### config.mk
export PLATFORM = sky130hd
export DESIGN_NAME = difftest_commit_sched_flat
export DESIGN_NICKNAME = d
export VERILOG_FILES = /design/src/rtl/difftest_commit_sched_if.sv /design/src/rtl/difftest_commit_sched.sv /design/src/flat_wrapper.sv
export SDC_FILE = /design/constraint.sdc
export NUM_CORES = 1
export LEC_CHECK = 0
export CORE_AREA = 2 2 223 247
export DETAILED_ROUTE_END_ITERATION = 6
export DIE_AREA = 0 0 225 249
export PLACE_DENSITY_LB_ADDON = 0.2
export RECOVER_POWER = 50
export SKIP_LAST_GASP = 1
export SYNTH_ARGS = -nofsm -noshare
export SYNTH_HDL_FRONTEND = slang
export SYNTH_SLANG_ARGS = --single-unit
### constraint.sdc
create_clock -name clock -period 5 [get_ports clock]
set_input_delay 1 -clock clock [delete_from_list [all_inputs] [get_ports clock]]
set_output_delay 1 -clock clock [all_outputs]
set_load 0.02 [all_outputs]
### src/rtl/difftest_commit_sched_if.sv
// WB retire bus and difftest commit bus between the core, the commit sequencer and the DPI sink.
// The slave modport is the sequencer's view; the master modport is the core/checker side.
interface difftest_commit_sched_if;
  logic        wb_valid;
  logic        wb_ready;
  logic [31:0] wb_pc;
  logic [31:0] wb_inst;
  logic        wb_wen;
  logic [4:0]  wb_rd;
  logic [31:0] wb_wdata;
  logic        wb_skip;
  logic        wb_ebreak;

  logic        dt_valid;
  logic        dt_ready;
  logic [31:0] dt_pc;
  logic [31:0] dt_inst;
  logic        dt_wen;
  logic [4:0]  dt_rd;
  logic [31:0] dt_wdata;
  logic        dt_skip;
  logic        dt_ebreak;

  modport slave (
    input  wb_valid, wb_pc, wb_inst, wb_wen, wb_rd, wb_wdata, wb_skip, wb_ebreak,
    output wb_ready,
    output dt_valid, dt_pc, dt_inst, dt_wen, dt_rd, dt_wdata, dt_skip, dt_ebreak,
    input  dt_ready
  );

  modport master (
    output wb_valid, wb_pc, wb_inst, wb_wen, wb_rd, wb_wdata, wb_skip, wb_ebreak,
    input  wb_ready,
    input  dt_valid, dt_pc, dt_inst, dt_wen, dt_rd, dt_wdata, dt_skip, dt_ebreak,
    output dt_ready
  );
endinterface

### src/rtl/difftest_commit_sched.sv
// Buffers WB retire records and releases them one per checker handshake; drains and halts on
// ebreak, and halts with an error code when the core stops retiring for TIMEOUT cycles.
module difftest_commit_sched #(
  parameter int DEPTH   = 4,
  parameter int TIMEOUT = 4096
) (
  input  logic                          clock,
  input  logic                          reset_n,
  difftest_commit_sched_if.slave        bus,
  input  logic [31:0]                   gpr_a0,
  output logic                          sim_halt,
  output logic [31:0]                   halt_code,
  output logic                          timeout_err,
  output logic [63:0]                   commit_cnt
);
  localparam int AW = $clog2(DEPTH);
  localparam int WW = $clog2(TIMEOUT + 1);

  typedef enum logic [1:0] {RUN, DRAIN, HALT} state_t;

  typedef struct packed {
    logic [31:0] pc;
    logic [31:0] inst;
    logic        wen;
    logic [4:0]  rd;
    logic [31:0] wdata;
    logic        skip;
    logic        ebreak;
  } rec_t;

  state_t        state;
  rec_t          mem [DEPTH];
  logic [AW:0]   wr_ptr, rd_ptr;
  logic [WW-1:0] wdog;
  logic          full, empty, push, pop;
  rec_t          wr_rec, head;

  assign empty = (wr_ptr == rd_ptr);
  assign full  = (wr_ptr[AW] != rd_ptr[AW]) && (wr_ptr[AW-1:0] == rd_ptr[AW-1:0]);

  // Gated by reset_n so the handshake is dead the instant reset asserts, not one edge later.
  assign bus.wb_ready = reset_n && (state == RUN) && !full;
  assign bus.dt_valid = !empty && (state != HALT);

  assign push = bus.wb_valid && bus.wb_ready;
  assign pop  = bus.dt_valid && bus.dt_ready;

  assign wr_rec = '{pc: bus.wb_pc, inst: bus.wb_inst, wen: bus.wb_wen, rd: bus.wb_rd,
                    wdata: bus.wb_wdata, skip: bus.wb_skip, ebreak: bus.wb_ebreak};

  // Head is read straight from the storage registers: no same-cycle bypass of a push.
  assign head          = mem[rd_ptr[AW-1:0]];
  assign bus.dt_pc     = head.pc;
  assign bus.dt_inst   = head.inst;
  assign bus.dt_wen    = head.wen;
  assign bus.dt_rd     = head.rd;
  assign bus.dt_wdata  = head.wdata;
  assign bus.dt_skip   = head.skip;
  assign bus.dt_ebreak = head.ebreak;

  always_ff @(posedge clock or negedge reset_n) begin
    if (!reset_n) begin
      for (int i = 0; i < DEPTH; i++) mem[i] <= '0;
    end else if (push) begin
      mem[wr_ptr[AW-1:0]] <= wr_rec;
    end
  end

  always_ff @(posedge clock or negedge reset_n) begin
    if (!reset_n) begin
      state       <= RUN;
      wr_ptr      <= '0;
      rd_ptr      <= '0;
      wdog        <= '0;
      sim_halt    <= 1'b0;
      halt_code   <= '0;
      timeout_err <= 1'b0;
      commit_cnt  <= '0;
    end else begin
      if (push) wr_ptr <= wr_ptr + 1'b1;
      if (pop) begin
        rd_ptr     <= rd_ptr + 1'b1;
        commit_cnt <= commit_cnt + 64'd1;
      end
      case (state)
        RUN: begin
          // A push always clears the watchdog, so an ebreak push beats a same-cycle expiry.
          if (push) begin
            wdog <= '0;
            if (bus.wb_ebreak) begin
              state     <= DRAIN;
              halt_code <= gpr_a0;
            end
          end else begin
            wdog <= wdog + 1'b1;
            if (wdog == WW'(TIMEOUT - 1)) begin
              state       <= HALT;
              sim_halt    <= 1'b1;
              timeout_err <= 1'b1;
              halt_code   <= 32'hFFFF_FFFF;
            end
          end
        end
        DRAIN: begin
          if (empty) begin
            state    <= HALT;
            sim_halt <= 1'b1;
          end
        end
        default: ;
      endcase
    end
  end
endmodule
### src/flat_wrapper.sv
// flat-port wrapper written by rule: the top's interface ports become plain ports
module difftest_commit_sched_flat 
#(
  parameter int DEPTH   = 4,
  parameter int TIMEOUT = 4096
)
  (clock, reset_n, gpr_a0, sim_halt, halt_code, timeout_err, commit_cnt, bus_wb_valid, bus_wb_pc, bus_wb_inst, bus_wb_wen, bus_wb_rd, bus_wb_wdata, bus_wb_skip, bus_wb_ebreak, bus_wb_ready, bus_dt_valid, bus_dt_pc, bus_dt_inst, bus_dt_wen, bus_dt_rd, bus_dt_wdata, bus_dt_skip, bus_dt_ebreak, bus_dt_ready);
  difftest_commit_sched_if bus_i ();
  input  logic clock;
  input  logic reset_n;
  input  logic [31:0] gpr_a0;
  output logic sim_halt;
  output logic [31:0] halt_code;
  output logic timeout_err;
  output logic [63:0] commit_cnt;
  input wire logic [$bits(bus_i.wb_valid)-1:0] bus_wb_valid;
  input wire logic [$bits(bus_i.wb_pc)-1:0] bus_wb_pc;
  input wire logic [$bits(bus_i.wb_inst)-1:0] bus_wb_inst;
  input wire logic [$bits(bus_i.wb_wen)-1:0] bus_wb_wen;
  input wire logic [$bits(bus_i.wb_rd)-1:0] bus_wb_rd;
  input wire logic [$bits(bus_i.wb_wdata)-1:0] bus_wb_wdata;
  input wire logic [$bits(bus_i.wb_skip)-1:0] bus_wb_skip;
  input wire logic [$bits(bus_i.wb_ebreak)-1:0] bus_wb_ebreak;
  output wire logic [$bits(bus_i.wb_ready)-1:0] bus_wb_ready;
  output wire logic [$bits(bus_i.dt_valid)-1:0] bus_dt_valid;
  output wire logic [$bits(bus_i.dt_pc)-1:0] bus_dt_pc;
  output wire logic [$bits(bus_i.dt_inst)-1:0] bus_dt_inst;
  output wire logic [$bits(bus_i.dt_wen)-1:0] bus_dt_wen;
  output wire logic [$bits(bus_i.dt_rd)-1:0] bus_dt_rd;
  output wire logic [$bits(bus_i.dt_wdata)-1:0] bus_dt_wdata;
  output wire logic [$bits(bus_i.dt_skip)-1:0] bus_dt_skip;
  output wire logic [$bits(bus_i.dt_ebreak)-1:0] bus_dt_ebreak;
  input wire logic [$bits(bus_i.dt_ready)-1:0] bus_dt_ready;
  assign bus_i.wb_valid = bus_wb_valid;
  assign bus_i.wb_pc = bus_wb_pc;
  assign bus_i.wb_inst = bus_wb_inst;
  assign bus_i.wb_wen = bus_wb_wen;
  assign bus_i.wb_rd = bus_wb_rd;
  assign bus_i.wb_wdata = bus_wb_wdata;
  assign bus_i.wb_skip = bus_wb_skip;
  assign bus_i.wb_ebreak = bus_wb_ebreak;
  assign bus_wb_ready = bus_i.wb_ready;
  assign bus_dt_valid = bus_i.dt_valid;
  assign bus_dt_pc = bus_i.dt_pc;
  assign bus_dt_inst = bus_i.dt_inst;
  assign bus_dt_wen = bus_i.dt_wen;
  assign bus_dt_rd = bus_i.dt_rd;
  assign bus_dt_wdata = bus_i.dt_wdata;
  assign bus_dt_skip = bus_i.dt_skip;
  assign bus_dt_ebreak = bus_i.dt_ebreak;
  assign bus_i.dt_ready = bus_dt_ready;
  difftest_commit_sched #(.DEPTH(DEPTH), .TIMEOUT(TIMEOUT)) u_core (.clock(clock), .reset_n(reset_n), .bus(bus_i), .gpr_a0(gpr_a0), .sim_halt(sim_halt), .halt_code(halt_code), .timeout_err(timeout_err), .commit_cnt(commit_cnt));
endmodule
# After elaboration in Yosys (flattened, before gate mapping)
# Cells that the tools add are included.
[classes]
n_lt_le_gt_ge = 3
mux = 19
reduce_logical = 16
addsub = 4
eq_ne = 12
bitwise = 3
[ops]
columns = ["op", "n"]
rows = [
  ["$bwmux W416", 1],
  ["$mux W104", 3],
  ["$bmux W104 S2", 1],
  ["$demux W104 S2", 1],
  ["$mux W32", 3],
  ["$add A64 B1 Y64 const B", 1],
  ["$add A13 B1 Y13 const B", 1],
  ["$eq A13 B12 Y1 const B", 1],
  ["$mux W13", 1],
  ["$mux W2", 4],
  ["$ne A2 B2 Y1 const B", 4],
  ["$reduce_and A4 Y1", 2],
  ["$logic_and A1 B1 Y1", 7],
  ["$add A3 B1 Y3 const B", 2],
  ["$ge A3 B3 Y1 const B", 2],
  ["$not A2 Y3", 2],
  ["$reduce_and A3 Y1", 2],
  ["$pmux W2 S2", 1],
  ["$reduce_bool A2 Y1", 2],
  ["$eq A3 B3 Y1", 1],
  ["$lt A3 B1 Y1 const B", 1],
  ["$mux W1", 3],
  ["$ne A3 B2 Y1 const B", 1],
  ["$ne A3 B3 Y1 const B", 1],
  ["other kinds (8)", 9],
]
[totals]
output_inout_bits = 204
elab_cells = 93
regBits = 535
in_bits = 140

# Longest topological paths before layout
# Gate-level depths: netlist of the first run.
[logic_depth]
word_depth = 7
depth_mapped = 8
ltp_nobuf = 6

# Worst setup path before layout of the first run
# No wires, ideal clock.
[synth_path]
path_type = "reg2out"
startpoint = "reg u_core.rd_ptr[0]"
endpoint = "out bus_dt_inst[0]"
t_required_ns = 4.000
path_slack_ns = 2.149
path_buffers = 3
stages_incl_launch_ff = 5
t_arrival_ns = 1.851
cell_sequence = "dfrtp_1 -> buf_2 -> buf_1 -> buf_2 -> mux4_2"
[synth_via]
elab_chain_len = 4
[synth_rtl]
columns = ["item", "line", "text"]
rows = [
  ["start: declaration", "difftest_commit_sched.sv:33", "logic [AW:0] wr_ptr, rd_ptr;"],
  ["start signal: assignment", "difftest_commit_sched.sv:82", "rd_ptr <= rd_ptr + 1'b1;"],
  ["$not A2 Y3 (not written as such)", "difftest_commit_sched.sv:52", "assign head = mem[rd_ptr[AW-1:0]];"],
  ["$bmux W104 S2", "difftest_commit_sched.sv:52", ""],
  ["$mux W104 (not written as such) (2 in series)", "difftest_commit_sched.sv:52", ""],
  ["end: declaration", "flat_wrapper.sv:27", "output wire logic [$bits(bus_i.dt_inst)-1:0] bus_dt_inst;"],
]
# Every way passes these cells. The select of a mux whose other input is x is not followed.

# Final worst setup path of the first run
[layout_path]
startpoint = "in reset_n"
endpoint = "out bus_wb_ready"
[layout_via]
elab_chain_len = 2
[layout_rtl]
columns = ["item", "line", "text"]
rows = [
  ["start: declaration", "flat_wrapper.sv:10", "input logic reset_n;"],
  ["$logic_and A1 B1 Y1 (2 in series)", "difftest_commit_sched.sv:42", "assign bus.wb_ready = reset_n && (state == RUN) && !full;"],
  ["end: declaration", "flat_wrapper.sv:24", "output wire logic [$bits(bus_i.wb_ready)-1:0] bus_wb_ready;"],
]
# Every way passes these cells.

==> results of run 1 <==
worst min-delay path by stage:
| stage | from | to | slack (ps) | cells after the start |
|---|---|---|---|---|
| 2_1_floorplan | u_core.rd_ptr[2] | u_core.rd_ptr[2] | 460 | 1 |
| 3_3_place_gp | u_core.timeout_err | u_core.timeout_err | 460 | 1 |
| 3_5_place_dp | u_core.timeout_err | u_core.timeout_err | 460 | 1 |
| 4_1_cts | reset_n | u_core.mem[300] | 200 | 1 |
| 5_1_grt | u_core.timeout_err | u_core.timeout_err | 480 | 1 |
| 6_report | u_core.timeout_err | u_core.timeout_err | 470 | 1 |
power groups by stage:
stage	logic, W	registers, W	clock network (W)
finish	0.000285	0.00434	0.00410
global route	0.000321	0.00434	0.00439
CTS	0.000299	0.00434	0.00422
detailed placement	0.000297	0.00442	0
global placement	0.000290	0.00442	0
floorplan	0.0000505	0.00441	0
registers in the layout, summed over array words and instances, names as in the netlist:
register	cells
u_core.timeout_err	1
u_core.wr_ptr	3
u_core.wdog	13
u_core.sim_halt	1
u_core.halt_code	32
u_core.state	2
u_core.mem	416
u_core.rd_ptr	3
u_core.commit_cnt	64
metrics by stage:
step                      total power, W  cell area, sq um  cells  utilization [%]  setup slack (ps)
after global placement          0.004708             27580   2526            51.71              1517
final                           0.008725             29360   2631            55.04             657.7
after detailed placement        0.004715             27580   2526            51.71              1478
after global routing            0.009051             29360   2631            55.04             437.8
after floorplan                 0.004464             23390   1562                -              2149
after CTS                       0.008859             29410   2630            55.14             919.0
logic make-up after synthesis:
group | after synthesis | synth area share [%]
mux | 521 | 30.08
compound gates | 45 | 1.080
flops | 535 | 57.23
buf+inv | 94 | 2.080
fa+ha+maj | 7 | 0.3744
simple gates | 278 | 6.092
xor+xnor | 82 | 3.070
routing by layer:
layer | global-route usage (%) | vias up | wire [microns]
met1 | 26.53 | 7527 | 23550
met3 | 4.966 | 103 | 3203
li1 | - | 6417 | -
met4 | 5.525 | 8 | 1409
met2 | 32.66 | 358 | 26920
met5 | 0 | - | 53
final cells by class:
cell class	count	area, sq um	share of cell area, %
diodes	1	2.502	0.008524
clock buffers	90	1720	5.860
clock inverters	14	105.1	0.3580
inverters	8	30.03	0.1023
multi-input cells	933	9547	32.52
flip-flops and latches	535	13400	45.63
well taps	682	853.3	2.907
repair buffers	368	3704	12.62
layout by cell type, fill, tap and decap left out, drive strengths merged, types with 2 or more instances in the layout:
| cell | instances |
|---|---|
| a21oi | 4 |
| and2 | 4 |
| and3 | 13 |
| and4 | 10 |
| buf | 21 |
| clkbuf | 95 |
| clkdlybuf4s50 | 297 |
| clkinv | 10 |
| dfrtp | 535 |
| dlygate4sd3 | 45 |
| ha | 7 |
| inv | 10 |
| mux2 | 416 |
| mux4 | 104 |
| nand2 | 43 |
| nand3 | 27 |
| nand3b | 2 |
| nand4 | 33 |
| nor2 | 91 |
| nor3 | 26 |
| nor4 | 18 |
| nor4b | 2 |
| o21ai | 33 |
| or2 | 2 |
| xnor2 | 40 |
| xor2 | 42 |
==> metrics, run 1 <==
count leader, synth=dfrtp_1; Die H=249 microns; Routed Antenna Nets=0; r2r endpoint=u_core.mem[270]; flop2flop setup slack=1430 ps; WL/cell=20.96 microns; share of the synthesized area in the top cell type=57.23%; synth cell count leaders=dfrtp_1, mux2_2, mux4_2; Psw=0.001868 W; CP max-delay cell=clkbuf_1; Clock Skews=14.19 ps; Yosys warning total=0; via count=14410; Crit Path Category=in -> out; worst path cell trace=clkbuf_1 -> nor3b_1 -> o31a_1 -> clkdlybuf4s50_1; sw frac=21.41%; DIE AREA=0.05603 sq mm; Clk pwr share=47.0%; Post-synth EDFFs=0; Fmax achieved=0.2303 GHz; Pre-antenna DRT Iters=5; critical path launch point type=primary input; Inserted Clock Buffers=57; PD cells=297.2 mW/mm^2; First DRT Iteration DRCs=928; Critical Path Stages=4; Clk Latency, worst-skew pair=600 ps; grt ovf=0; Post-CTS Setup Repair Bufs=0; layout cells sized above 1=33.01%; setup_tns=0 ps; tightest hold margin=471.9 ps; FF-to-FF Start=u_core.rd_ptr[1]; DRC viols=0; gr usage total=19.97%; Filler Cell Count=4374; via-per-instance ratio=5.478; clk root buf=clkbuf_16; # IOs=344; post-synthesis async set-or-reset flop share=100.0%; CP max stage delay=1080 ps; crit-path leading delay family=buffers and inverters; clk slew on worst S/H paths=60 ps; Core Box Area=0.05334 sq mm; Final Critical Period=4342 ps; top cell type by total area after synthesis=dfrtp_1; Seq/Total Area, Yosys=57.23%; pin count of the biggest net entering global routing=179; fin nets=2050; Critical Path AT=3340 ps; Buf+Inv Stages, Crit Path=2; crit share post-route=86.85%; Area Growth Syn to Fin=25.48%; CP max FO=26; Comb power frac=3.3%; Post-DP HPWL=34.94 mm; Initial Util=43.86%; clock sinks=535; Rows=89; Max IR drop VDD=0.2409 mV; H-tree depth=2; I/O Buffers=343; Yosys cell types=45; crit path from=reset_n; Internal=0.006857 W; status=complete, but fails checks; Worst-Margin Slew=1728 ps; Synth area leaders=dfrtp_1, mux2_2, mux4_2, xor2_1, xnor2_1; CP Capture Type=output pin; WL final=55.14 mm; vias in the first global route=15360; synthesized net count=1709; initial antenna violation count=5; first-pass GRT wire length=87.89 mm; Slew headroom=-15.18%; Final Max Slew Viols=276; Worst Path Required=4000 ps; Post-Syn Area per Cell=14.98 sq um; # resized after CTS=0; final setup vio count=0; worst setup path end=bus_wb_ready; failing checks=capacitance limit, slew limit; Longest Clk Path Bufs=3; cells on worst reg2reg path=6; Pleak=14.02 nW; Final Hold Fails=0; maxcap violations=3; RePlAce Congestion=0.8817; Seq pwr share=49.7%; die width=225 microns; #FFs+latches synth=535; main flop type after synthesis=dfrtp_1; hold buffers post-CTS=0; CTS tree=yes; Cells after Synth=1562; Synth Cell Area=0.02339 sq mm; HP Class=reg -> reg; RSZ-0062 raised after global routing=no
Note: power is estimated with default switching activity, not from simulation.
==> inputs of run 2 (changes only) <==
--- a/config.mk
+++ b/config.mk
@@ -8,7 +8,7 @@
 export CORE_AREA = 2 2 223 247
 export DETAILED_ROUTE_END_ITERATION = 6
 export DIE_AREA = 0 0 225 249
-export PLACE_DENSITY_LB_ADDON = 0.2
+export PLACE_DENSITY = 0.72
 export RECOVER_POWER = 50
 export SKIP_LAST_GASP = 1
 export SYNTH_ARGS = -nofsm -noshare
==> run 2 against run 1 <==
  * The run still ends with capacitance limit, slew limit left
  * Die area unchanged
  * Sequential power hardly changed
  * Utilization fell by 0.16 points
  * Final cell count about the same
  * Clock skew is 9.2 ps higher
  * Clock power is essentially flat
  * Routed wire length is 0.88% higher
  * Flip-flop and latch count unchanged
  * Clock-buffer cell count fell by 7
  * Critical path type is now reg -> out
  * Largest cell class unchanged
==> metrics, run 2 (synthesis results as in run 1) <==
Worst-Margin Slew=2433 ps (+705.0 ps); most frequent cells in the layout=dfrtp_1, mux2_2, clkdlybuf4s50_1; Post-CTS Setup Repair Bufs=0 (unchanged); I/O Buffers=343 (unchanged); non-filler cells, final=2630 (-0.038%); Area Growth Syn to Fin=25.12%; Core Box Area=0.05334 sq mm (unchanged); Cell Area, Placed=0.02754 sq mm (-0.16%); Clock Skews=23.35 ps (+9.157 ps); Rows=89 (unchanged); crit share post-route=80.59% (-6.3 points); DRC viols=0 (unchanged); DIE AREA=0.05603 sq mm (unchanged); clock sinks=535 (unchanged); DR WL met3=4.244 mm (+33%); hold buffers post-CTS=0 (unchanged); vias in the first global route=15670 (+2.1%); multi-input logic area=0.009517 sq mm (-0.31%); layout cells sized above 1=32.90% (-0.10 points); status=complete, but fails checks; initial antenna violation count=10 (+5); # IOs=344 (unchanged); Slew headroom=-62.18% (-47 points); clk root buf=clkbuf_16; die width=225 microns (unchanged); Pleak=14.08 nW (+0.40%); Die H=249 microns (unchanged); WL/cell=21.15 microns (+0.91%); first-pass GRT wire length=88.85 mm (+1.1%); Post-DP HPWL=35.98 mm (+3.0%); gr usage total=20.14% (+0.17 points); HP Class=in -> async; Filler Cell Count=4340 (-0.78%); CP max FO=23 (-12%); DR top layer=met5; Max IR drop VDD=0.3046 mV (+26%); Pre-antenna DRT Iters=5 (unchanged); register area=0.01340 sq mm (unchanged); maxcap violations=5 (+2); RePlAce Congestion=0.8954 (+1.6%); via-per-instance ratio=5.509 (+0.57%); placed insts=2525 (-0.040%); RSZ-0062 raised after global routing=no; final setup vio count=0 (unchanged); fin nets=2047 (-0.15%); Initial Util=43.86% (unchanged); Clk Latency, worst-skew pair=600 ps (about the same); # resized after CTS=0 (unchanged); final core occ=54.88% (-0.16 points); CTS tree=yes; failing checks=capacitance limit, slew limit; Worst Path Required=4000 ps (about the same); grt ovf=0 (unchanged); Critical Path AT=3030 ps (-310 ps); PD cells=297.5 mW/mm^2 (about the same); commonest non-fill, non-tap cell in the layout=dfrtp_1; flop2flop setup slack=980 ps (-450 ps); Final Max Slew Viols=286 (+3.6%); critical path launch point type=register; Inserted Clock Buffers=55 (-3.5%); pin count of the biggest net entering global routing=189 (+5.6%); Metal-1 WL=22.72 mm (-3.5%); H-tree depth=2 (unchanged); setup_tns=0 ps (unchanged); Longest Clk Path Bufs=3 (unchanged); Routed Antenna Nets=0 (unchanged); Final Hold Fails=0 (unchanged); clk slew on worst S/H paths=60 ps (about the same); met2 WL=27.11 mm (+0.72%); Largest Register=u_core.mem; Design Area, Final=0.02927 sq mm (-0.29%); max reg flops=416 (unchanged); WL final=55.62 mm (+0.88%); CP Capture Type=output pin; First DRT Iteration DRCs=756 (-19%); largest registers=u_core.mem x416, u_core.commit_cnt x64, u_core.halt_code x32; Crit Path Category=reg -> out; via count=14490 (+0.53%); Final Critical Period=4029 ps (-313.0 ps); Fmax achieved=0.2482 GHz (+7.8%)
run 2: cell count changes in the layout (fill, tap and decap cells not counted), sizes merged:
cell	previous run	this run
clkdlybuf4s50	297	258
dlygate4sd3	45	84
buf	21	17
clkbuf	95	91
clkinv	10	14
diode	1	3
bufinv	1	2
clkinvlp	1	2
inv	10	9
run 2: stage by stage:
step | setup WS, ps | total power [W] | hold slack, ps
after global placement | 1261 | 0.004707 | 454.7
after CTS | 846.8 | 0.008839 | 262.3
final | 970.7 | 0.008707 | 297.8
after detailed placement | 1102 | 0.004714 | 457.0
after global routing | 704.0 | 0.009034 | 286.4
after floorplan | 2149 | 0.004464 | 464.7
run 2: path summary, 6_finish.rpt:
path                                     from            endpoint  cells past startpoint
hold reg to reg            u_core.timeout_err  u_core.timeout_err                      1
setup reg to reg             u_core.rd_ptr[1]      u_core.mem[14]                      5
max in group asynchronous             reset_n     u_core.mem[238]                      4
hold / removal                        reset_n      u_core.mem[86]                      1
setup / recovery             u_core.rd_ptr[0]     bus_dt_inst[27]                      3
min in group clock         u_core.timeout_err  u_core.timeout_err                      1
run 2: area by class of cell:
type / instances / area share, %
clock inverter: 19 / 0.5770
multi-input combinational: 933 / 32.51
tap: 682 / 2.915
timing repair buffer: 367 / 12.49
antenna: 3 / 0.02565
clock buffer: 83 / 5.612
sequential: 535 / 45.76
inverter: 8 / 0.1026
run 2: metal layers:
metal / up-vias / global-route usage [%]
met3: 109 / 6.829
met4: 12 / 6.074
met1: 7593 / 25.10
met5: - / 0
met2: 354 / 33.18
li1: 6421 / -
run 2: worst max-delay path: stages (launching register included):
cell and delay [ps]:
dfrtp_4 720, buf_4 520, mux4_2 570, clkdlybuf4s50_1 590
run 2: power breakdown:
part | total, W | leakage, nW | internal [W] | switching, W
logic | 0.000286 | 5.81 | 0.000129 | 0.000157
registers | 0.00434 | 7.37 | 0.00433 | 0.00000655
clock network | 0.00408 | 0.897 | 0.00237 | 0.00171
total | 0.00871 | 14.1 | 0.00683 | 0.00188
==> inputs of run 3 (changes only) <==
==> constraint.sdc (replaced) <==
create_clock -name clock -period 4 [get_ports clock]
set_input_delay 0.8 -clock clock [delete_from_list [all_inputs] [get_ports clock]]
set_output_delay 0.8 -clock clock [all_outputs]
set_load 0.02 [all_outputs]
==> run 3 against run 2 <==
  * The run still ends with capacitance limit, slew limit left
  * Setup slack got worse by 660 ps
  * Design area increased by 0.65%
  * Total power increased by 25%
  * Critical path type unchanged
  * Largest power group unchanged
==> metrics, run 3 (synthesis results as in run 1) <==
Internal=0.008588 W (+26%); Final Critical Period=3687 ps; HP Class=reg -> reg; Psw=0.002320 W (+24%); CP max stage delay=730 ps (about the same); largest registers=u_core.mem x416, u_core.commit_cnt x64, u_core.halt_code x32; I/O Buffers=343 (unchanged); CP max FO=36 (+57%); Buf+Inv Stages, Crit Path=2 (unchanged); RePlAce Congestion=0.8671 (-3.2%); Filler Cell Count=4377 (+0.85%); PD cells=370.3 mW/mm^2 (+24%); maxcap violations=1 (-4); Worst Path Required=3200 ps (-800 ps); clock sinks=535 (unchanged); Rows=89 (unchanged); Seq pwr share=49.7% (about the same); Critical Path AT=2890 ps (-140 ps); Clk pwr share=47.0% (about the same); DRC viols=0 (unchanged); Initial Util=43.86% (unchanged); WL/cell=21.12 microns (-0.11%); crit share post-route=92.16%; WL final=55.64 mm (about the same); First DRT Iteration DRCs=656 (-13%); Clock Skews=23.34 ps (-0.01160 ps); CTS tree=yes; Comb power frac=3.3% (about the same); total power=0.01091 W (+25%); Max IR drop VDD=0.3386 mV (+11%); status=complete, but fails checks; most frequent cells in the layout=dfrtp_1, mux2_2, clkdlybuf4s50_1; Inserted Clock Buffers=54 (-1.8%); Slew headroom=-33.32% (+29 points); commonest non-fill, non-tap cell in the layout=dfrtp_1; Pleak=14.05 nW (-0.21%); Fmax achieved=0.2713 GHz; vias in the first global route=15470 (-1.3%); Longest Clk Path Bufs=3 (unchanged); grt met2 use=33.40% (+0.22 points); Pre-antenna DRT Iters=5 (unchanged); Final Max Slew Viols=82 (-71%); final setup vio count=0 (unchanged); max reg flops=416 (unchanged); clk slew on worst S/H paths=60 ps (about the same); Die H=249 microns (unchanged); Post-DP HPWL=36.50 mm (+1.5%); CP Capture Type=output pin; sw frac=21.27% (-0.30 points); CP max-delay cell=dfrtp_4; Largest Register=u_core.mem; gr usage total=20.24% (+0.097 points); # IOs=344 (unchanged); critical path launch point type=register; Clk Latency, worst-skew pair=600 ps (about the same); failing checks=capacitance limit, slew limit; Worst-Margin Slew=2000 ps (-433.0 ps); met3 track demand over resource=5.933% (-0.90 points); Final Hold Fails=0 (unchanged); pin count of the biggest net entering global routing=147 (-22%); GR peak layer=met2; first-pass GRT wire length=89.29 mm (+0.49%); DIE AREA=0.05603 sq mm (unchanged); RSZ-0062 raised after global routing=no; via-per-instance ratio=5.461 (-0.88%); # resized after CTS=0 (unchanged); die width=225 microns (unchanged); H-tree depth=2 (unchanged); register area=0.01340 sq mm (unchanged); hold buffers post-CTS=0 (unchanged); Post-CTS Setup Repair Bufs=0 (unchanged); crit path from=u_core.rd_ptr[0]; HP Start=u_core.timeout_err; Crit Path Category=reg -> out; Routed Antenna Nets=0 (unchanged); final core occ=55.23% (+0.35 points); via count=14380 (-0.73%); multi-input logic area=0.009554 sq mm (+0.39%); layout cells sized above 1=32.96% (+0.052 points); fin nets=2052 (+0.24%); grt ovf=0 (unchanged); worst path cell trace=buf_12 -> mux4_2 -> clkdlybuf4s50_1; crit-path leading delay family=buffers and inverters; Core Box Area=0.05334 sq mm (unchanged); Area Growth Syn to Fin=25.93%; met1 Track Usage GR=26.00% (+0.90 points); setup_tns=0 ps (unchanged); initial antenna violation count=7 (-3); clk root buf=clkbuf_16; FF-to-FF Start=u_core.rd_ptr[0]
[run 3: power groups by stage]
stage | sequential (W) | combinational, W | clock, W
4_1_cts | 0.00542 | 0.000377 | 0.00527
3_3_place_gp | 0.00552 | 0.000366 | 0
3_5_place_dp | 0.00552 | 0.000376 | 0
5_1_grt | 0.00542 | 0.000404 | 0.00552
6_report | 0.00542 | 0.000360 | 0.00513
2_1_floorplan | 0.00552 | 0.0000631 | 0
[run 3: per-layer routing]
metal	up-vias	part of all wire [%]
met1	7506	42
met5	-	0.088
met3	81	6.7
li1	6435	-
met2	353	49
met4	8	2.1
[run 3: worst paths after layout]
kind                       cells after the start              endpoint  slack [ps]
setup / recovery                               3          bus_dt_rd[0]         310
hold / removal                                 1    u_core.timeout_err         460
setup reg to reg                               6  u_core.halt_code[17]         420
hold reg to reg                                1    u_core.timeout_err         460
max in group asynchronous                      3         u_core.mem[9]         810
min in group asynchronous                      2       u_core.mem[375]         720
[run 3: stage by stage]
| stage | hold slack (ps) | cell area, sq um | cells | setup WS [ps] |
|---|---|---|---|---|
| final | 456.0 | 29460 | 2634 | 313.4 |
| after CTS | 351.5 | 29490 | 2630 | 219.6 |
| after floorplan | 464.7 | 23390 | 1562 | 1349 |
| after global routing | 506.2 | 29460 | 2633 | 115.9 |
| after detailed placement | 451.9 | 27670 | 2531 | 536.5 |
| after global placement | 454.2 | 27670 | 2531 | 660.6 |
[run 3: final cells by class]
| cell class | count | share of cell area (%) |
|---|---|---|
| diodes | 4 | 0.03398 |
| clock buffers | 86 | 5.581 |
| clock inverters | 13 | 0.5903 |
| inverters | 8 | 0.1019 |
| multi-input cells | 933 | 32.43 |
| flip-flops and latches | 535 | 45.47 |
| well taps | 682 | 2.896 |
| repair buffers | 373 | 12.90 |
==> edit 1: new RTL, config.mk and constraints of run 3 <==
Re-encode `state_t` (3 states) as one-hot, 3 bits wide.
--- a/src/rtl/difftest_commit_sched.sv
+++ b/src/rtl/difftest_commit_sched.sv
@@ -17,5 +17,5 @@
   localparam int WW = $clog2(TIMEOUT + 1);
 
-  typedef enum logic [1:0] {RUN, DRAIN, HALT} state_t;
+  typedef enum logic [2:0] {RUN = 3'b001, DRAIN = 3'b010, HALT = 3'b100} state_t;
 
   typedef struct packed {
Formal check against the unedited RTL: no difference found for any inputs over 4 cycles, from zero or initial values and one cycle with reset_n low; so few cycles prove little.
==> edit 1 against run 3 <==
The run still ends with capacitance limit, slew limit left; setup slack got worse by 0.046 ns; power up 0.88%; area after synthesis rose by 0.52%; count of clock-buffer cells in the layout fell by 3; design area hardly changed; critical path depth unchanged; wire length shrank 3.1%; sequential cell count grew 1; critical path type unchanged.
==> edit 1: results (changes against run 3) <==
Clocking
  • Num CTS Buffers: 56 (was 54)

Worst setup path
  • FF-to-FF Start: u_core.rd_ptr[1] (was u_core.rd_ptr[0])
  • FF-to-FF setup slack: 0.36 ns (was 0.42 ns)
  • Crit path DAT: 2.93 ns (was 2.89 ns)

Run status
  • Outcome: finished with violations (unchanged)
  • Failing checks: capacitance limit, slew limit (unchanged)

Pwr
  • Sequential share of power: 49.3% (was 49.7%)
  • Power, Total: 11,000 uW (was 10,900 uW)
  • Combinational fraction of design power: 2.6% (was 3.3%)

Layout
  • Final net count: 2,015 (was 2,052)
  • Layout clock area frac: 6.41% (was 6.17%)
  • FF+latch count: 536 (was 535)
  • Area of the multi-input gates: 9480 um2 (was 9550 um2)
  • Non-filler cells, final: 2,593 (was 2,634)
  • Non-clock inverters: 13 (was 8)
  • Number of non-clock buffers: 368 (was 373)
  • # fillers: 4,262 (was 4,377)
  • # clk buffers: 83 (was 86)
  • Fraction of area in non-clock buffers: 12.8% (was 12.9%)

Run
  • Max cap viols: 2 (was 1)

Drt
  • M1 WL: 22,400 um (was 23,400 um)
  • Metal2 WL: 26,900 um (was 27,300 um)
  • Starting DRT DRC Count: 762 (was 656)

Global route
  • Number of global-route vias before repair: 15.5k (about the same)
  • Pin count of the biggest net entering global routing: 176 (was 147)
  • Initial antenna violation count: 2 (was 7)

Logic synthesis
  • Post-synthesis compound-gate area fraction: 0.340% (was 1.08%)

Placed design
  • Placed cells: 2,492 (was 2,531)
  • Placed Area: 27,700 um2 (about the same)
  • Post-place setup slack: 0.602 ns (was 0.537 ns)
  • Post-DP HPWL: 35,100 um (was 36,500 um)

Timing
  • Fin. max-slew vios: 245 (was 82)
  • Max-slew headroom: -63.7% (was -33.3%)
[edit 1: cell count changes after synthesis, sizes merged, moves of 6 or more]
| cell | before | now |
|---|---|---|
| nand4 | 33 | 27 |
| xnor2 | 40 | 25 |
| o21ai | 33 | 2 |
| mux2i | 1 | 32 |
| xor2 | 42 | 57 |
| and4 | 10 | 2 |
| clkbuf | 25 | 17 |
| nor2 | 91 | 39 |
| nand2 | 43 | 80 |
| and3 | 13 | 6 |
[edit 1: how the worst max path moves through the flow]
stage                          start  cells after the start  slack [ns]              end
finish              u_core.rd_ptr[1]                      3        0.27     bus_dt_pc[8]
global route        u_core.rd_ptr[0]                      6        0.09  u_core.mem[182]
CTS                 u_core.rd_ptr[0]                      3        0.18   bus_dt_inst[7]
detailed placement      bus_wb_valid                      6        0.60  u_core.mem[182]
global placement        bus_wb_valid                      6        0.67  u_core.mem[186]
floorplan           u_core.rd_ptr[0]                      4        1.39   bus_dt_inst[0]
==> edit 2: new RTL, settings of run 3 <==
Without the edit above. `DEPTH` is set to 4 in 2 places; all go to 2.
--- a/src/rtl/difftest_commit_sched.sv
+++ b/src/rtl/difftest_commit_sched.sv
@@ -2,5 +2,5 @@
 // ebreak, and halts with an error code when the core stops retiring for TIMEOUT cycles.
 module difftest_commit_sched #(
-  parameter int DEPTH   = 4,
+  parameter int DEPTH   = 2,
   parameter int TIMEOUT = 4096
 ) (
--- a/src/flat_wrapper.sv
+++ b/src/flat_wrapper.sv
@@ -2,5 +2,5 @@
 module difftest_commit_sched_flat 
 #(
-  parameter int DEPTH   = 4,
+  parameter int DEPTH   = 2,
   parameter int TIMEOUT = 4096
 )
Function: changed (Yosys sat finds a counterexample within 4 cycles, from zero or initial values and one cycle with reset_n low).
==> edit 2 against run 3 <==
The run still ends with capacitance limit, slew limit left; area after synthesis is 40% lower; power is 36% lower; wire length down 34%; setup slack better by 0.23 ns; sequential share of layout area down 3.8 points; sequential cell count decreased by 210; design area is 34% lower; hold slack lost 0.35 ns; largest cell class unchanged; largest power group is now the clock network.
==> edit 2: results (changes against run 3) <==
Floorplanning
  • Initial Util: 26.5% (was 43.9%)

Drt
  • Post-DR vias/cell: 4.51 (was 5.46)
  • DRT Pass-1 Iters: 6 (was 5)
  • Starting DRT DRC Count: 349 (was 656)
  • Wire per inst: 17.2 um (was 21.1 um)

Run status
  • Outcome: finished with violations (unchanged)
  • Failing checks: capacitance limit, slew limit (unchanged)

Logic synthesis
  • Synth cell count leaders: dfrtp_1, mux2_2, nor2_1, xnor2_1, nand2_1 (was dfrtp_1, mux2_2, mux4_2, nor2_1, nand2_1)
  • Share of the synthesized area in the top cell type: 57.5% (was 57.2%)
  • Top cells by area, synth: dfrtp_1, mux2_2, xnor2_1, nor2_1, xor2_1 (was dfrtp_1, mux2_2, mux4_2, xor2_1, xnor2_1)
  • Ys Warns: 0 (unchanged)
  • Sequential area share after synthesis: 57.5% (was 57.2%)
  • Netlist cell types: 40 (was 45)
  • Syn_nets: 1,205 (was 1,709)
  • Async S/R FF share, synth: 100% (unchanged)

Clocking
  • Num CTS Buffers: 39 (was 54)
  • Skew-Pair Late Insertion Delay: 0.54 ns (was 0.60 ns)
  • Clock-pin slew on the worst setup and hold paths: 0.06 ns (about the same)
  • Post-CTS Resized: 0 (unchanged)
  • H-tree Lvls: 2 (unchanged)
  • Post-CTS setup buffers: 0 (unchanged)
  • CTS Root Cell: clkbuf_16 (unchanged)
  • Clock buffer depth: 3 (unchanged)

Pwr
  • Worst vdd ir: 308 uV (was 339 uV)
  • P_leak: 0.00884 uW (was 0.0140 uW)

Timing
  • Worst slew pin tran: 1.93 ns (was 2.00 ns)
  • Fin. max-slew vios: 107 (was 82)
  • Clock skew: 0.0186 ns (was 0.0233 ns)

Min path
  • Hold Crit Class: input port to async pin (was flip-flop to flip-flop)

Global route
  • Number of global-route vias before repair: 10.6k (was 15.5k)
  • Pin count of the biggest net entering global routing: 77 (was 147)
  • Met2 GRT Util: 22.4% (was 33.4%)
  • Met1 GRT Util: 15.2% (was 26.0%)
  • GRT Max-Usage Layer: met2 (unchanged)
  • GR met3 Demand/Resource: 5.15% (was 5.93%)
  • Initial antenna violation count: 0 (was 7)
  • Overall routing resource usage: 13.1% (was 20.2%)
  • First-pass GRT wire length: 58,300 um (was 89,300 um)

Layout
  • Ant diodes: 0 (was 4)
  • Layout cells sized above 1: 26.6% (was 33.0%)
  • Final net count: 1,554 (was 2,052)
  • Top flop regs: u_core.mem (208), u_core.commit_cnt (64), u_core.halt_code (32) (was u_core.mem (416), u_core.commit_cnt (64), u_core.halt_code (32))

Worst setup path
  • Worst Path Max Fanout: 26 (was 36)
  • Worst path max stage delay: 0.70 ns (was 0.73 ns)
  • Crit path DAT: 2.65 ns (was 2.89 ns)
  • Reg2Reg Depth: 7 (was 6)
  • CP max stage cell: dfrtp_4 (unchanged)

Placed design
  • GPL Wtd Cong: 0.749 (was 0.867)
  • IO buf count: 343 (unchanged)
  • Post-DP HPWL: 26,000 um (was 36,500 um)

Run
  • Max cap viols: 2 (was 1)
edit 2: cell count changes in the layout (fill, tap and decap cells not counted), sizes merged, moves of 14 or more:
cell | before | now
mux4 | 104 | 0
clkbuf | 93 | 61
dlygate4sd3 | 37 | 58
o21ai | 33 | 3
nand4 | 33 | 19
a21oi | 4 | 35
clkdlybuf4s50 | 305 | 284
mux2 | 416 | 312
dfrtp | 535 | 325
nor3 | 26 | 12
edit 2: cells by family (layout without fill, tap and decap cells):
logic type	Yosys count	after routing	synth area share (%)
and+or+nand+nor	244	244	8.49
buffers and inverters	58	438	2.35
AOI/OAI and AO/OA	44	44	1.73
muxes	312	312	24.8
xor gates and xnor gates	78	78	4.88
adders and majority gates	2	2	0.177
DFF	325	325	57.5
edit 2: where the power goes:
part	leakage, uW	internal (uW)	switching [uW]
sequential	0.00428	3290	0
combinational	0.00393	123	101
clock	0.000631	2090	1400
total	0.00884	5500	1500
edit 2: area by class of cell:
type / count / area, um2
inverters: 6 / 22.5
clock buffers: 56 / 1120
clock inverters: 16 / 151
fillers: 5185 / 33800
multi-input cells: 680 / 5640
well taps: 682 / 853
repair buffers: 360 / 3590
flip-flops and latches: 325 / 8140
edit 2: final timing paths:
path                                              end  slack, ns             startpoint
worst max-delay path                   bus_dt_inst[3]       0.55       u_core.rd_ptr[0]
worst min-delay path                   u_core.mem[47]       0.11                reset_n
worst max register to register         u_core.mem[24]       0.73       u_core.rd_ptr[0]
worst min register to register  u_core.commit_cnt[63]       0.46  u_core.commit_cnt[63]
max in group asynchronous       u_core.commit_cnt[20]       0.94                reset_n
min in group clock              u_core.commit_cnt[63]       0.46  u_core.commit_cnt[63]
edit 2: routing by layer:
metal / vias up / routed length (um)
met3: 51 / 3110
met4: 0 / 712
li1: 4428 / -
met2: 289 / 17900
met1: 4815 / 14800
met5: - / 0
edit 2: stage by stage:
| step | worst slack, ns | cells | cell area (um2) | power (uW) |
|---|---|---|---|---|
| after floorplan | 1.62 | 1063 | 14100 | 3350 |
| after global placement | 0.835 | 2053 | 18300 | 3570 |
| after detailed placement | 0.732 | 2053 | 18300 | 3580 |
| after CTS | 0.430 | 2125 | 19600 | 7150 |
| after global routing | 0.338 | 2125 | 19500 | 7290 |
| final | 0.546 | 2125 | 19500 | 7000 |
edit 2: critical path, delay by kind of cell (launching register included):
kind     cells  cell delay, ns
buf+inv      2            1.01
flops        1            0.70
mux          1            0.39
